===== src/rtl/mc_controller.sv =====
// Control unit for the multicycle ARM datapath.
// Moore main FSM, combinational ALU decoder and conditional-execution logic with an
// internal NZCV flags register. All outputs are combinational from state, Instr and flags.
//
// Ports:
//   clk        rising-edge clock
//   reset      asynchronous active-low reset
//   Instr      instruction bits [31:12]: cond [19:16], op [15:14], funct [13:8], Rd [3:0]
//   ALUFlags   {N,Z,C,V} from the datapath ALU
//   PCWrite, MemWrite, RegWrite, IRWrite   write enables (forced 0 while reset is low)
//   AdrSrc, RegSrc, ALUSrcA, ALUSrcB, ResultSrc, ImmSrc, ALUControl   datapath selects
module mc_controller (
  input  logic        clk,
  input  logic        reset,
  input  logic [19:0] Instr,
  input  logic [3:0]  ALUFlags,
  output logic        PCWrite,
  output logic        MemWrite,
  output logic        RegWrite,
  output logic        IRWrite,
  output logic        AdrSrc,
  output logic [1:0]  RegSrc,
  output logic [1:0]  ALUSrcA,
  output logic [1:0]  ALUSrcB,
  output logic [1:0]  ResultSrc,
  output logic [1:0]  ImmSrc,
  output logic [1:0]  ALUControl
);

  typedef enum logic [3:0] {
    StFetch, StDecode, StMemAdr, StMemRd, StMemWb,
    StMemWr, StExecR, StExecI, StAluWb, StBranch
  } state_e;

  state_e     state_q, state_d;
  logic [3:0] flags_q, flags_d;

  logic [3:0] cond;
  logic [1:0] op;
  logic [5:0] funct;
  logic [3:0] rd;

  assign cond  = Instr[19:16];
  assign op    = Instr[15:14];
  assign funct = Instr[13:8];
  assign rd    = Instr[3:0];

  // ALU decoder; unknown commands fall back to ADD and block register and flag writes
  logic [1:0] alu_dec;
  logic       alu_valid;
  logic       alu_logic;

  always_comb begin
    alu_dec   = 2'b00;
    alu_valid = 1'b1;
    alu_logic = 1'b0;
    case (funct[4:1])
      4'b0100: alu_dec = 2'b00;
      4'b0010: alu_dec = 2'b01;
      4'b0000: begin alu_dec = 2'b10; alu_logic = 1'b1; end
      4'b1100: begin alu_dec = 2'b11; alu_logic = 1'b1; end
      default: alu_valid = 1'b0;
    endcase
  end

  // Condition check against the registered flags
  logic flag_n, flag_z, flag_c, flag_v;
  logic cond_ex;

  assign {flag_n, flag_z, flag_c, flag_v} = flags_q;

  always_comb begin
    cond_ex = 1'b0;
    case (cond)
      4'b0000: cond_ex = flag_z;
      4'b0001: cond_ex = ~flag_z;
      4'b0010: cond_ex = flag_c;
      4'b0011: cond_ex = ~flag_c;
      4'b0100: cond_ex = flag_n;
      4'b0101: cond_ex = ~flag_n;
      4'b0110: cond_ex = flag_v;
      4'b0111: cond_ex = ~flag_v;
      4'b1000: cond_ex = flag_c & ~flag_z;
      4'b1001: cond_ex = ~flag_c | flag_z;
      4'b1010: cond_ex = (flag_n == flag_v);
      4'b1011: cond_ex = (flag_n != flag_v);
      4'b1100: cond_ex = ~flag_z & (flag_n == flag_v);
      4'b1101: cond_ex = flag_z | (flag_n != flag_v);
      4'b1110: cond_ex = 1'b1;
      default: cond_ex = 1'b0;
    endcase
  end

  // Flags update at the edge ending EXECR/EXECI; logical ops keep C and V
  always_comb begin
    flags_d = flags_q;
    if ((state_q == StExecR || state_q == StExecI) && funct[0] && cond_ex && alu_valid) begin
      if (alu_logic) flags_d[3:2] = ALUFlags[3:2];
      else           flags_d      = ALUFlags;
    end
  end

  always_ff @(posedge clk or negedge reset) begin
    if (!reset) begin
      state_q <= StFetch;
      flags_q <= 4'b0000;
    end else begin
      state_q <= state_d;
      flags_q <= flags_d;
    end
  end

  logic pc_write, mem_write, reg_write, ir_write;

  always_comb begin
    state_d    = StFetch;
    pc_write   = 1'b0;
    mem_write  = 1'b0;
    reg_write  = 1'b0;
    ir_write   = 1'b0;
    AdrSrc     = 1'b0;
    ALUSrcA    = 2'b00;
    ALUSrcB    = 2'b00;
    ResultSrc  = 2'b00;
    ALUControl = 2'b00;
    unique case (state_q)
      StFetch: begin
        state_d   = StDecode;
        ir_write  = 1'b1;
        pc_write  = 1'b1;
        ALUSrcA   = 2'b01;
        ALUSrcB   = 2'b10;
        ResultSrc = 2'b10;
      end
      StDecode: begin
        ALUSrcA   = 2'b01;
        ALUSrcB   = 2'b10;
        ResultSrc = 2'b10;
        case (op)
          2'b00:   state_d = funct[5] ? StExecI : StExecR;
          2'b01:   state_d = StMemAdr;
          2'b10:   state_d = StBranch;
          default: state_d = StFetch;
        endcase
      end
      StMemAdr: begin
        state_d    = funct[0] ? StMemRd : StMemWr;
        ALUSrcB    = 2'b01;
        ALUControl = funct[3] ? 2'b00 : 2'b01;  // U bit: add or subtract offset
      end
      StMemRd: begin
        state_d = StMemWb;
        AdrSrc  = 1'b1;
      end
      StMemWb: begin
        ResultSrc = 2'b01;
        reg_write = cond_ex;
        pc_write  = cond_ex & (rd == 4'b1111);
      end
      StMemWr: begin
        AdrSrc    = 1'b1;
        mem_write = cond_ex;
      end
      StExecR: begin
        state_d    = StAluWb;
        ALUControl = alu_dec;
      end
      StExecI: begin
        state_d    = StAluWb;
        ALUSrcB    = 2'b01;
        ALUControl = alu_dec;
      end
      StAluWb: begin
        reg_write = cond_ex & alu_valid;
        pc_write  = cond_ex & alu_valid & (rd == 4'b1111);
      end
      StBranch: begin
        ALUSrcB   = 2'b01;
        ResultSrc = 2'b10;
        pc_write  = cond_ex;
      end
      default: state_d = StFetch;
    endcase
  end

  // Register-read and immediate decode depend only on op, in every state
  assign RegSrc = {op == 2'b01, op == 2'b10};
  assign ImmSrc = op;

  assign PCWrite  = pc_write & reset;
  assign MemWrite = mem_write & reset;
  assign RegWrite = reg_write & reset;
  assign IRWrite  = ir_write & reset;

endmodule


===== config.mk =====
export PLATFORM = sky130hd
export DESIGN_NAME = mc_controller
export DESIGN_NICKNAME = d
export VERILOG_FILES = /design/src/rtl/mc_controller.sv
export SDC_FILE = /design/constraint.sdc
export NUM_CORES = 1
export LEC_CHECK = 0
export CORE_ASPECT_RATIO = 1.25
export CORE_UTILIZATION = 30
export CTS_CLUSTER_DIAMETER = 80
export DETAILED_ROUTE_END_ITERATION = 12
export GPL_TIMING_DRIVEN = 0
export PLACE_DENSITY = 0.61
export SYNTH_ARGS = -nofsm -noshare
export SYNTH_HDL_FRONTEND = slang
export SYNTH_SLANG_ARGS = --single-unit

===== constraint.sdc =====
create_clock -name clk -period 2.56 [get_ports clk]
set_input_delay 0.256 -clock clk [delete_from_list [all_inputs] [get_ports clk]]
set_output_delay 0.256 -clock clk [all_outputs]
set_load 0.01 [all_outputs]

==> key figures <==
Final layout
  • Antenna cells: 0
  • Nets@finish: 169
  • Area Overhead vs Synth: 57.93%
  • Core Util, Final: 50.31%
  • Share of post-route cells with drive strength above 1: 19.15%
  • Multi-input logic area: 515.5 sq um
  • Register Area: 201.4 sq um
  • Post-Layout Cell Count: 174
  • Final Cell Area: 1221 sq um
  • # fillers: 247

Placement
  • Detailed placer's ending HPWL: 1.670 mm
  • Final GP Congestion: 0.7517
  • DP Cell Count: 168
  • Setup Slack @ Placement: -0.1157 ns
  • IO buf count: 34
  • Post-DP Area: 1155 sq um

Route
  • WL/cell: 13.19 um
  • Via Count: 878
  • Vias per inst: 5.046
  • Initial DRC count: 12
  • Drt total wl: 2.295 mm
  • Post-DRT Antenna Nets: 0
  • # DRC: 0
  • Total iterations of the first detailed-routing run: 4

Clock tree
  • Clock Latency Late Sink: 0.25 ns
  • CTS Sinks: 8
  • Worst-path clk slew: 0.06 ns
  • CTS tree: built
  • TritonCTS Buffers: 3
  • Root buffer cell: clkbuf_4
  • Post-CTS Hold Fix Bufs: 0
  • Maximum clock insertion buffer count: 2
  • Htree depth: 1

Floorplan
  • DIE WIDTH: 47.41 um
  • Initial Util: 31.86%
  • Die area: 2786 sq um
  • Core area: 2427 sq um
  • Io pins: 43
  • Die height: 58.76 um
  • Row count: 20

Logic synthesis
  • Top cells by count, synth: 9 x inv_1, 9 x nor2_1, 8 x dfrtp_1, 8 x nor3_1, 7 x a21oi_1
  • Cells after Synth: 101
  • EDFF count, synth: 0
  • Synthesized net count: 127
  • Post-synthesis sequential area ratio: 25.89%
  • Main synth FF type: dfrtp_1
  • Synth cell types: 39
  • Top cell type's share of synthesized area: 25.89%
  • Syn. warnings: 0
  • Top post-synthesis cells by area: dfrtp_1 26%, nor3_1 5.2%, a21oi_1 4.5%
  • Synth Area per Inst: 7.656 sq um
  • Area leader, netlist: dfrtp_1
  • Seq cells post-synth: 8
  • Asr flop ratio synth: 100.0%
  • Mapped Area: 773.2 sq um

STA
  • Min Hold Slack: 0.3323 ns
  • Fin crit share: 97.54%
  • Crit path time final: 2.497 ns
  • Setup-failing EPs final: 0
  • Final worst slack: 0.06287 ns
  • Final slew viol count: 0
  • RSZ-0062 raised after global routing: true
  • Setup TNS: 0 ns
  • Final Hold Viols: 0
  • Achievable Freq: 0.4005 GHz
  • Setup Skew: 0.003553 ns

Min path
  • Hold Path Class: input pin to asynchronous set/reset pin

Power and ir drop
  • Leak pwr: 0.5141 nW
  • Worst vdd ir: 0.6404 mV
  • Power Density: 800.5 nW/um^2
  • Power, Total: 0.9776 mW

GRT
  • Maximum number of pins on one net before global-route repair: 11
  • Gr ovfl total: 0
  • Global-route wire length before repair: 3.525 mm
  • GR Util All Layers: 17.50%
  • Vias in the first global route: 845
  • Initial antenna violation count: 0

Setup path
  • Critical Path AT: 2.24 ns
  • Crit-path cells: buf_4 > o211a_1 > a311oi_2 > o31ai_1 > a221o_1 > nand2_2 > nor3_1 > dlygate4sd2_1
  • Worst path required time: 2.30 ns
  • Critical path launch point type: flop
  • Crit path from: flags_q[0]
  • Worst-path fanout max: 3
  • WS Path Type: flop to output port
  • Max stage delay on crit path: 0.42 ns
  • RR Startpoint: flags_q[0]
  • Crit path max-delay cell type: dfrtp_1
  • Crit end category: output port

Flow run
  • Max Cap Viol: 0

Run status
  • Outcome: finished, final reports clean
-- power by group --
| part | switching (mW) | internal (mW) |
|---|---|---|
| clock | 0.0417 | 0.0536 |
| sequential | 0.0611 | 0.168 |
| combinational | 0.320 | 0.333 |
| total | 0.423 | 0.554 |
-- final timing paths --
kind | to | slack [ns] | cells after the start
max | MemWrite | 0.06 | 8
min | state_q[3] | 0.33 | 1
max reg2reg | flags_q[2] | 0.26 | 8
min reg2reg | flags_q[1] | 0.56 | 1
max in group asynchronous | state_q[2] | 1.88 | 1
min in group clk | flags_q[1] | 0.56 | 1
-- registers in the layout (all words and copies together) (netlist names) --
name and count:
flags_q 4, state_q 4
-- critical path, delay by kind of cell, from the launching register on --
| kind | cells | cell delay (ns) |
|---|---|---|
| AO/OA/AOI/OAI | 4 | 0.96 |
| buffers and inverters | 2 | 0.43 |
| flip-flops | 1 | 0.42 |
| AND/OR/NAND/NOR | 2 | 0.17 |
-- cell usage in the layout, fill, tap and decap left out, types with 3 or more instances in the layout --
| master | synthesis | routed |
|---|---|---|
| a21oi_1 | 7 | 7 |
| buf_4 | 3 | 7 |
| clkbuf_1 | 5 | 4 |
| clkbuf_2 | 1 | 3 |
| clkbuf_4 | 0 | 3 |
| clkdlybuf4s50_1 | 0 | 31 |
| dfrtp_1 | 8 | 7 |
| inv_1 | 9 | 9 |
| nand2_1 | 6 | 5 |
| nor2_1 | 9 | 9 |
| nor2b_1 | 3 | 3 |
| nor3_1 | 8 | 7 |
| o31ai_1 | 3 | 3 |
| xor2_1 | 3 | 3 |
-- timing repair --
item,in CTS,in global routing
gates resized for setup,6,7
buffers inserted,2,2
pin swaps,2,3
setup endpoints to repair,5,5
-- logic make-up after synthesis --
kind of cell	share of synthesized area (%)
other	0.4850
AO/OA/AOI/OAI	22.01
buffers and inverters	11.00
XOR/XNOR	5.664
AND/OR/NAND/NOR	26.86
multiplexers	8.091
flip-flops	25.89
-- final cells by class --
type / count / area share, %
Buffer: 9 / 3.893
Clock buffer: 3 / 1.844
Inverter: 9 / 2.766
Multi-Input combinational cell: 74 / 42.21
Sequential cell: 8 / 16.50
Tap cell: 33 / 3.381
Timing Repair Buffer: 38 / 29.41
-- layer usage --
metal  vias to the layer above  GRT usage [%]  share of wire [%]
li1                        443              -                  -
met1                       406          20.99                 42
met2                        27          29.35                 52
met3                         2          4.294                5.8
met4                         0          6.122               0.35
met5                         -              0                  0
(Power assumes the default switching activity.)
